`config.mk`:
```
export PLATFORM = sky130hd
export DESIGN_NAME = tile_renderer
export DESIGN_NICKNAME = d
export VERILOG_FILES = /design/src/rtl/tile_renderer_pkg.sv /design/src/rtl/tile_renderer_row_buffer.sv /design/src/rtl/tile_renderer.sv
export SDC_FILE = /design/constraint.sdc
export NUM_CORES = 1
export LEC_CHECK = 0
export BUFFER_PORTS_ARGS = -buffer_cell sky130_fd_sc_hd__clkbuf_2
export CORE_UTILIZATION = 32
export DETAILED_ROUTE_END_ITERATION = 10
export SETUP_SLACK_MARGIN = 0.5
export SLEW_MARGIN = 20
export SYNTH_ARGS = -nofsm -noshare
export SYNTH_HDL_FRONTEND = slang
export SYNTH_SLANG_ARGS = --single-unit
```
`constraint.sdc`:
```
create_clock -name clk -period 4.5 [get_ports clk]
set_input_delay 0.45 -clock clk [delete_from_list [all_inputs] [get_ports clk]]
set_output_delay 0.45 -clock clk [all_outputs]
set_load 0.02 [all_outputs]
```
`src/rtl/tile_renderer_pkg.sv`:
```
// Shared types for the tile renderer: FSM states, connection bit positions
// and the symbolic colour palette with its per-channel on/off mask.
package tile_renderer_pkg;

  typedef enum logic {
    CLEAR = 1'b0,
    FILL  = 1'b1
  } fill_state_t;

  localparam int CONN_UP    = 0;
  localparam int CONN_DOWN  = 1;
  localparam int CONN_LEFT  = 2;
  localparam int CONN_RIGHT = 3;

  typedef enum logic [2:0] {
    COL_BLACK  = 3'd0,
    COL_GREEN  = 3'd1,
    COL_RED    = 3'd2,
    COL_YELLOW = 3'd3,
    COL_WHITE  = 3'd4
  } color_t;

  // {r, g, b} channel enables; an enabled channel is driven at full intensity
  function automatic logic [2:0] color_mask(input color_t c);
    case (c)
      COL_GREEN:  color_mask = 3'b010;
      COL_RED:    color_mask = 3'b100;
      COL_YELLOW: color_mask = 3'b110;
      COL_WHITE:  color_mask = 3'b111;
      default:    color_mask = 3'b000;
    endcase
  endfunction

endpackage

```
`src/rtl/tile_renderer_row_buffer.sv`:
```
// Two banks of per-tile connection masks for one playfield row each.
// One write port (overwrite or OR-merge) and one combinational read port.
module tile_row_buffer #(
  parameter int DEPTH  = 16,
  parameter int DATA_W = 4,
  localparam int AW    = $clog2(DEPTH),
  localparam int IW    = $clog2(2 * DEPTH)
) (
  input  logic              clk,
  input  logic              wr_en,
  input  logic              wr_bank,
  input  logic [AW-1:0]     wr_addr,
  input  logic [DATA_W-1:0] wr_data,
  input  logic              wr_merge,
  input  logic              rd_bank,
  input  logic [AW-1:0]     rd_addr,
  output logic [DATA_W-1:0] rd_data
);

  logic [DATA_W-1:0] mem [2*DEPTH];
  logic [IW-1:0]     wr_index;
  logic [IW-1:0]     rd_index;

  assign wr_index = wr_bank ? IW'(DEPTH) + IW'(wr_addr) : IW'(wr_addr);
  assign rd_index = rd_bank ? IW'(DEPTH) + IW'(rd_addr) : IW'(rd_addr);

  always_ff @(posedge clk) begin
    if (wr_en) begin
      mem[wr_index] <= wr_merge ? (mem[wr_index] | wr_data) : wr_data;
    end
  end

  // Read is combinational so the pixel pipeline keeps its single output register
  assign rd_data = mem[rd_index];

endmodule

```
`src/rtl/tile_renderer.sv`:
```
// Pixel colour generator for a tiled snake playfield: buffers the next row's
// segments while the current row is displayed, then paints border/snake/apple.
module tile_renderer
  import tile_renderer_pkg::*;
#(
  parameter int GRID_W       = 16,
  parameter int GRID_H       = 12,
  parameter int TILE_LOG2    = 5,
  parameter int COLOR_BITS   = 2,
  parameter int FLASH_FRAMES = 8,
  localparam int XW          = $clog2(GRID_W + 2),
  localparam int YW          = $clog2(GRID_H + 2)
) (
  input  logic                  clk,
  input  logic                  rst_n,
  input  logic [9:0]            px,
  input  logic [9:0]            py,
  input  logic                  visible,
  input  logic                  frame_start,
  input  logic                  seg_valid,
  output logic                  seg_ready,
  input  logic [XW-1:0]         seg_x,
  input  logic [YW-1:0]         seg_y,
  input  logic [3:0]            seg_conn,
  input  logic [XW-1:0]         apple_x,
  input  logic [YW-1:0]         apple_y,
  input  logic                  apple_valid,
  input  logic                  success,
  input  logic                  failure,
  input  logic                  eat,
  input  logic                  colorblind,
  output logic [COLOR_BITS-1:0] r,
  output logic [COLOR_BITS-1:0] g,
  output logic [COLOR_BITS-1:0] b
);

  localparam int AW   = $clog2(GRID_W);
  localparam int TILE = 1 << TILE_LOG2;
  localparam int BAND = 1 << (TILE_LOG2 - 3);

  fill_state_t    state_reg, state_next;
  logic [AW-1:0]  clr_idx_reg, clr_idx_next;
  logic           clr_other_reg, clr_other_next;
  logic           clr_both_reg, clr_both_next;
  logic [YW-1:0]  fill_y_reg;
  logic           disp_bank_reg;
  logic           visible_reg;
  logic [7:0]     flash_reg;

  logic           wr_en, wr_bank, wr_merge;
  logic [AW-1:0]  wr_addr;
  logic [3:0]     wr_data;
  logic [3:0]     entry;

  logic [9:0]     tile_x, tile_y;
  logic [1:0]     reg_x, reg_y;
  logic           swap, in_area, border, playfield, center, apple_hit, edge_hit;
  color_t         color;
  logic [2:0]     mask;

  function automatic logic [1:0] region(input logic [TILE_LOG2-1:0] off);
    if (off < TILE_LOG2'(BAND))             region = 2'd0;
    else if (off >= TILE_LOG2'(TILE - BAND)) region = 2'd2;
    else                                     region = 2'd1;
  endfunction

  assign tile_x = px >> TILE_LOG2;
  assign tile_y = py >> TILE_LOG2;
  assign reg_x  = region(px[TILE_LOG2-1:0]);
  assign reg_y  = region(py[TILE_LOG2-1:0]);

  // Swap on the trailing edge of the last scanline of a tile row
  assign swap = visible_reg && !visible && (py[TILE_LOG2-1:0] == '1);

  tile_row_buffer #(.DEPTH(GRID_W), .DATA_W(4)) u_rows (
    .clk      (clk),
    .wr_en    (wr_en),
    .wr_bank  (wr_bank),
    .wr_addr  (wr_addr),
    .wr_data  (wr_data),
    .wr_merge (wr_merge),
    .rd_bank  (disp_bank_reg),
    .rd_addr  (AW'(tile_x - 10'd1)),
    .rd_data  (entry)
  );

  always_ff @(posedge clk) begin
    if (!rst_n) begin
      state_reg     <= CLEAR;
      clr_idx_reg   <= '0;
      clr_other_reg <= 1'b0;
      clr_both_reg  <= 1'b1;
    end else begin
      state_reg     <= state_next;
      clr_idx_reg   <= clr_idx_next;
      clr_other_reg <= clr_other_next;
      clr_both_reg  <= clr_both_next;
    end
  end

  // After reset both banks are wiped; after a swap only the new fill bank
  always_comb begin
    state_next     = state_reg;
    clr_idx_next   = clr_idx_reg;
    clr_other_next = clr_other_reg;
    clr_both_next  = clr_both_reg;
    seg_ready      = 1'b0;
    wr_en          = 1'b0;
    wr_bank        = ~disp_bank_reg;
    wr_addr        = clr_idx_reg;
    wr_data        = '0;
    wr_merge       = 1'b0;
    if (!rst_n) begin
      state_next = CLEAR;
    end else if (swap) begin
      state_next     = CLEAR;
      clr_idx_next   = '0;
      clr_other_next = 1'b0;
    end else begin
      case (state_reg)
        CLEAR: begin
          wr_en   = 1'b1;
          wr_bank = clr_other_reg ? disp_bank_reg : ~disp_bank_reg;
          if (clr_idx_reg == AW'(GRID_W - 1)) begin
            clr_idx_next = '0;
            if (clr_both_reg && !clr_other_reg) begin
              clr_other_next = 1'b1;
            end else begin
              state_next     = FILL;
              clr_other_next = 1'b0;
              clr_both_next  = 1'b0;
            end
          end else begin
            clr_idx_next = clr_idx_reg + 1'b1;
          end
        end
        FILL: begin
          seg_ready = 1'b1;
          if (seg_valid && seg_y == fill_y_reg &&
              seg_x >= XW'(1) && seg_x <= XW'(GRID_W)) begin
            wr_en    = 1'b1;
            wr_addr  = AW'(seg_x - XW'(1));
            wr_data  = seg_conn;
            wr_merge = 1'b1;
          end
        end
        default: state_next = CLEAR;
      endcase
    end
  end

  assign in_area   = tile_x <= 10'(GRID_W + 1) && tile_y <= 10'(GRID_H + 1);
  assign border    = in_area && (tile_x == 10'd0 || tile_x == 10'(GRID_W + 1) ||
                                 tile_y == 10'd0 || tile_y == 10'(GRID_H + 1));
  assign playfield = in_area && !border;
  assign center    = reg_x == 2'd1 && reg_y == 2'd1;
  assign apple_hit = apple_valid && tile_x == 10'(apple_x) && tile_y == 10'(apple_y);
  assign edge_hit  = (reg_x == 2'd1 && reg_y == 2'd0 && entry[CONN_UP])   ||
                     (reg_x == 2'd1 && reg_y == 2'd2 && entry[CONN_DOWN]) ||
                     (reg_x == 2'd0 && reg_y == 2'd1 && entry[CONN_LEFT]) ||
                     (reg_x == 2'd2 && reg_y == 2'd1 && entry[CONN_RIGHT]);

  always_comb begin
    color = COL_BLACK;
    if (visible && border) begin
      if (flash_reg != 8'd0)        color = COL_YELLOW;
      else if (success && !failure) color = COL_GREEN;
      else if (failure && !success) color = COL_RED;
      else                          color = COL_WHITE;
    end else if (visible && playfield) begin
      if (center && entry != 4'd0) color = COL_GREEN;
      else if (center && apple_hit) color = COL_RED;
      else if (edge_hit)            color = COL_GREEN;
    end
  end

  assign mask = color_mask(color);

  always_ff @(posedge clk) begin
    if (!rst_n) begin
      fill_y_reg    <= YW'(1);
      disp_bank_reg <= 1'b0;
      visible_reg   <= 1'b0;
      flash_reg     <= 8'd0;
      r             <= '0;
      g             <= '0;
      b             <= '0;
    end else begin
      visible_reg <= visible;
      if (swap) begin
        disp_bank_reg <= ~disp_bank_reg;
        fill_y_reg    <= (fill_y_reg == YW'(GRID_H + 1)) ? '0 : fill_y_reg + 1'b1;
      end
      if (eat) begin
        flash_reg <= 8'(FLASH_FRAMES);
      end else if (frame_start && flash_reg != 8'd0) begin
        flash_reg <= flash_reg - 8'd1;
      end
      r <= {COLOR_BITS{mask[2]}};
      g <= {COLOR_BITS{colorblind ? mask[0] : mask[1]}};
      b <= {COLOR_BITS{colorblind ? mask[1] : mask[0]}};
    end
  end

endmodule
```
==> out/metrics.cfg, run 1 <==
[global_routing]
antenna_found_initial=0
grt_start_max_net_pins=34
grt_overflow=0
grt_pass1_vias=5664
grt_pass1_wl_um=33280
grt_usage_pct=16.95

[cells_and_area]
largest_register_ff_count=128
num_antenna_cells=0
syn2layout_area_growth_pct=16.44
nNetsFinal=771
drive_gt1_share_pct=28.77

[critical_path]
crit_family=compound AO/OA/AOI/OAI gates
crit_path_cell_trace=clkbuf_2 -> inv_1 -> ha_1 -> nor3b_2 -> o2111ai_4 -> nor4_4 -> or2_4 -> buf_4 -> mux2i_1 -> mux2i_1 -> a2111oi_0 -> a31oi_2 -> buf_4
cp.required_ns=4.64
slowest_delay_ns=0.81
start_kind=input port
path_buf_inv=4
crit_fanout=32
cp_slowest_cell=a2111oi_0
setup.reg_to_reg.worst_slack_ns=0.76
endpoint_kind=flop
cp.arrival_ns=3.93
critPathKind=input port to flop

[clock_network]
cts_sinks=152
root_buffer=clkbuf_16
cts_tree=built
postCtsHoldBufs=0
cts_buffers=17
h-tree-depth=4
clk_path_buf_depth=2
path_clk_slew_ns=0.06
clkLatencyLatePin_ns=0.42

[synth]
syn_inst=632
yosysTopAreaCell=edfxtp_1
synth_edf_count=128
yosys_most_used_dff=edfxtp_1
postSynthAreaPerCell_um2=13.21
yosys_register_bits=152
async_reset_ff_share_pct=0
yosysWarnings=0
synth_top_area_share_pct=46.04
synth_commonest_cells=edfxtp_1 (128), mux2i_1 (70), nor2_1 (56)
syn_nets=693
synth_area_leaders=edfxtp_1 (46%), mux4_2 (9.7%), mux2i_1 (8.4%), dfxtp_1 (5.8%), mux2_2 (2.7%)
netlist-cell-type-count=78
yosysMostFrequentCell=edfxtp_1
ys_seq_area_share_pct=51.80
syn_area_mm2=0.008348

[timing]
hold_ws_ns=0.2546
slew_viol_final=0
fin_crit_sh_pct=84.36
fmax_ghz=0.2634
finClkSkew_ns=0.009241
worst_pin_slew_ns=0.8684
report.final.setup_viol=0
rsz0062_at_grt=false
min_period_ns=3.796
timing.setup.tns_ns=0
relSlewSlack_pct=40.61
finalHoldViolCount=0

[die]
die_area_mm2=0.02674
std_cell_rows=58
fp.coreArea_mm2=0.02540
dieHeight_um=163.5
start_util_pct=32.87
dieWidth_um=163.5
boundaryPins=59

[route]
routed_wl_um=21630
vias_per_cell=5.381
drc=0
dr.pass1.iters=4
drt_iter0_drc=536
drtAntennaViolNets=0
wire_per_inst_um=20.54
vias=5666

[placed_design]
io_buffers=56
dp_hpwl_um=15690
place.gp.congestion=0.8644

[hold_path]
min_path_type=input port to flop

[pwr]
vdd_drop_max_mv=0.2593
p_per_area_mw_per_mm2=338.5
leakage_nw=3.375

[status]
status=completed

[flow_run]
maxCapViolations=0

[path summary, 6_finish.rpt]
check             cells after the start          start               end
hold / removal                        3     colorblind              b[0]
setup reg to reg                     10  fill_y_reg[1]  u_rows.mem[7][3]
hold reg to reg                       2   flash_reg[7]      flash_reg[7]
setup / recovery                     13       seg_x[0]  u_rows.mem[7][3]
[power by group]
group	internal [mW]	leakage, nW	total (mW)	switching (mW)
clock network	0.771	0.268	1.38	0.605
logic	0.163	1.85	0.378	0.214
registers	1.52	1.26	1.54	0.0140
total	2.46	3.37	3.29	0.834
[cells by family (layout without fill, tap and decap cells)]
kind of cell | after synthesis | in the layout | synth area share (%)
multiplexers | 127 | 127 | 20.97
AO/OA/AOI/OAI | 91 | 91 | 8.678
XOR/XNOR | 25 | 25 | 2.713
adder cells (fa/ha/maj) | 9 | 9 | 1.349
flip-flops | 152 | 152 | 51.80
AND/OR/NAND/NOR | 176 | 176 | 10.99
buffers and inverters | 52 | 143 | 3.507
[what timing repair did]
| action | in CTS | in global routing |
|---|---|---|
| resized for setup | 0 | 2 |
| buffers inserted | 0 | 2 |
| endpoints found under the setup margin | 0 | 80 |
[metrics by stage]
| step | utilization [%] | std cells | setup slack, ns | area, um^2 | total power, mW |
|---|---|---|---|---|---|
| finish | 38.27 | 1053 | 0.7040 | 9721 | 3.291 |
| global route | 38.27 | 1053 | 0.5912 | 9721 | 3.394 |
| CTS | 38.19 | 1051 | 0.5117 | 9701 | 3.308 |
| detailed placement | 35.97 | 1019 | 0.1043 | 9135 | 1.943 |
| global placement | 35.97 | 1019 | 0.1672 | 9135 | 1.941 |
| floorplan | - | 632 | 0.5101 | 8348 | 1.820 |
[worst reg2reg max path: stages, from the launching register on]
cell	delay [ns]
dfxtp_1	0.35
xor2_1	0.21
a211o_4	0.35
nor4_4	0.31
or2_4	0.44
buf_4	0.23
mux2i_1	0.19
mux2i_1	0.12
a2111oi_0	0.81
a31oi_2	0.16
buf_4	0.27
[routing by layer]
| metal | wire length [um] | global-route usage (%) |
|---|---|---|
| met1 | 9624 | 22.16 |
| met3 | 1477 | 5.104 |
| met4 | 477 | 5.135 |
| met2 | 10050 | 26.91 |
| met5 | 0 | 0 |
[cell type report]
type | instances | area (um^2)
Multi-Input combinational cell | 428 | 3770
Timing Repair Buffer | 89 | 565.5
Inverter | 22 | 82.58
Clock inverter | 15 | 140.1
Clock buffer | 17 | 425.4
Sequential cell | 152 | 4324
Tap cell | 330 | 412.9
Fill cell | 2400 | 15680
[cell usage in the layout, fill, tap and decap left out, drive strengths merged, types with 3 or more instances in the layout]
cell type	n
edfxtp	128
clkbuf	73
mux2i	71
nor2	56
nand2	38
mux4	36
buf	33
inv	28
dfxtp	24
mux2	20
nand3	18
a21oi	15
xnor2	15
a211oi	15
nor3	14
o21ai	12
xor2	10
ha	9
nor3b	9
nand2b	7
a211o	6
o22ai	5
or2	5
or3	4
nor2b	4
clkinvlp	4
o2111ai	4
o31a	4
a2111oi	4
clkinv	4
nand4	3
a311oi	3
and3	3
nor4	3
a31oi	3
and2	3
(Power assumes the default switching activity.)
==> run 2, diff against run 1 <==
==> constraint.sdc (replaced) <==
create_clock -name clk -period 3.3 [get_ports clk]
set_input_delay 0.33 -clock clk [delete_from_list [all_inputs] [get_ports clk]]
set_output_delay 0.33 -clock clk [all_outputs]
set_load 0.02 [all_outputs]
==> run 2 against run 1 <==
Wire length up 8.0%. Combinational power up 72%. Die area did not move. Sequential power increased by 36%. First-iteration DRC count up 9.3%. Critical endpoint is now u_rows.mem[29][3]. Largest cell class unchanged.
==> out/metrics.cfg, run 2 (synthesis gave the netlist of run 1 again) <==
[clock_network]
cts_tree=built
clk_path_buf_depth=2
root_buffer=clkbuf_16
h-tree-depth=4
cts_sinks=152
postCtsHoldBufs=0
cts_buffers=17
clkLatencyLatePin_ns=0.43
path_clk_slew_ns=0.06

[placed_design]
place.gp.congestion=0.8457
dp_hpwl_um=16000
io_buffers=56
placed_area_mm2=0.009533
dp.cells=1048

[timing]
fin_crit_sh_pct=93.49
worst_pin_slew_ns=0.6868
min_period_ns=3.085
slew_viol_final=0
finClkSkew_ns=0.008002
report.final.setup_viol=0
relSlewSlack_pct=53.89
fmax_ghz=0.3241
finalHoldViolCount=0
timing.setup.tns_ns=0
hold_ws_ns=0.1275
rsz0062_at_grt=true

[route]
routed_wl_um=23350
drtAntennaViolNets=0
drt_iter0_drc=586
vias=6031
wire_per_inst_um=21.06
drc=0
dr.pass1.iters=5
vias_per_cell=5.438

[cells_and_area]
final_area_mm2=0.01093
num_antenna_cells=0
final_cell_mix=edfxtp_1 (128), mux2i_1 (66), buf_4 (60)
finalNonFillerCells=1109
final_common_cell=edfxtp_1
nNetsFinal=827
n_fill_cell=2306
multiInputGateArea_mm2=0.004307
final_core_util_pct=43.03
drive_gt1_share_pct=42.75
regArea_mm2=0.004333
largest_register_ff_count=128
syn2layout_area_growth_pct=30.92

[pwr]
p_per_area_mw_per_mm2=435.8
vdd_drop_max_mv=0.3429
leakage_nw=3.838

[global_routing]
grt_usage_pct=17.64
grt_start_max_net_pins=28
antenna_found_initial=0
grt_pass1_vias=5898
grt_pass1_wl_um=34470
grt_overflow=0

[hold_path]
hold_path.startpoint=eat
min_path_type=input port to flop
worstHoldPathCells=3
min_to=flash_reg[3]

[critical_path]
r2r-end=u_rows.mem[29][3]
cp.required_ns=3.47
path_buf_inv=5
cpMostUsedCell=buf_6
start_kind=flop
endpoint_kind=flop
cp_slowest_cell=a2111oi_4
setup.reg_to_reg.worst_slack_ns=0.21
slowest_delay_ns=0.42
r2r_start=fill_y_reg[1]
crit_fanout=24
cp.arrival_ns=3.26
critPathKind=flop to flop
crit_path_cell_trace=xor2_2 -> a211o_4 -> nor3_4 -> buf_6 -> buf_12 -> buf_6 -> mux2i_4 -> buf_6 -> a211oi_4 -> a2111oi_4 -> a31oi_4 -> buf_12
ff2ff_path_depth=12
crit_family=compound AO/OA/AOI/OAI gates

[die]
boundaryPins=59
start_util_pct=32.87
die_area_mm2=0.02674
dieWidth_um=163.5
std_cell_rows=58
dieHeight_um=163.5
fp.coreArea_mm2=0.02540

[status]
status=completed

[flow_run]
maxCapViolations=0

==> run 2: cell type report <==
class,count,area share [%]
inverters,22,0.8586
flip-flops and latches,152,39.65
well taps,330,3.778
multi-input cells,431,39.40
clock buffers,17,3.892
repair buffers,142,10.77
clock inverters,15,1.649
==> run 2: what timing repair did <==
| item | in CTS | in global routing |
|---|---|---|
| pin swaps | 11 | 16 |
| gates cloned | 6 | 1 |
| endpoints found under the setup margin | 196 | 238 |
| setup buffers | 17 | 5 |
| resized for setup | 61 | 52 |
==> run 2: per-stage QoR <==
stage                     worst slack [ns]  power [mW]
after floorplan                     0.1113       2.508
after global placement            -0.09811       2.686
after detailed placement           -0.2224       2.692
after CTS                           0.2611       4.739
after global routing                0.1342       4.905
final                               0.2148       4.763
==> run 2: worst max path at each step <==
stage | cells after the start | endpoint | slack, ns | from
after CTS | 13 | u_rows.mem[22][2] | 0.26 | fill_y_reg[0]
after floorplan | 12 | u_rows.mem[0][3] | 0.11 | seg_x[0]
after detailed placement | 13 | u_rows.mem[11][3] | -0.22 | seg_x[0]
after global routing | 12 | u_rows.mem[29][3] | 0.13 | fill_y_reg[1]
after global placement | 14 | u_rows.mem[10][2] | -0.1 | seg_x[0]
final | 12 | u_rows.mem[29][3] | 0.21 | fill_y_reg[1]
==> run 2: report_power, final <==
group / switching, mW / leakage [nW] / internal [mW]
Sequential: 0.0206 / 1.26 / 2.07
Combinational: 0.351 / 2.28 / 0.300
Clock: 0.866 / 0.302 / 1.15
==> run 2: per-layer routing <==
| metal | wire length, um | vias up | GRT usage (%) |
|---|---|---|---|
| met4 | 852 | 0 | 7.155 |
| met3 | 1660 | 49 | 4.469 |
| li1 | - | 2739 | - |
| met5 | 0 | - | 0 |
| met1 | 10030 | 2989 | 23.47 |
| met2 | 10810 | 254 | 27.33 |
==> run 2: worst reg2reg max path, cell delays in order (launching register included) <==
cell       delay [ns]
dfxtp_4          0.36
xor2_2           0.19
a211o_4          0.30
nor3_4           0.23
buf_6            0.16
buf_12           0.13
buf_6            0.11
mux2i_4          0.30
buf_6            0.19
a211oi_4         0.07
a2111oi_4        0.42
a31oi_4          0.17
buf_12           0.19
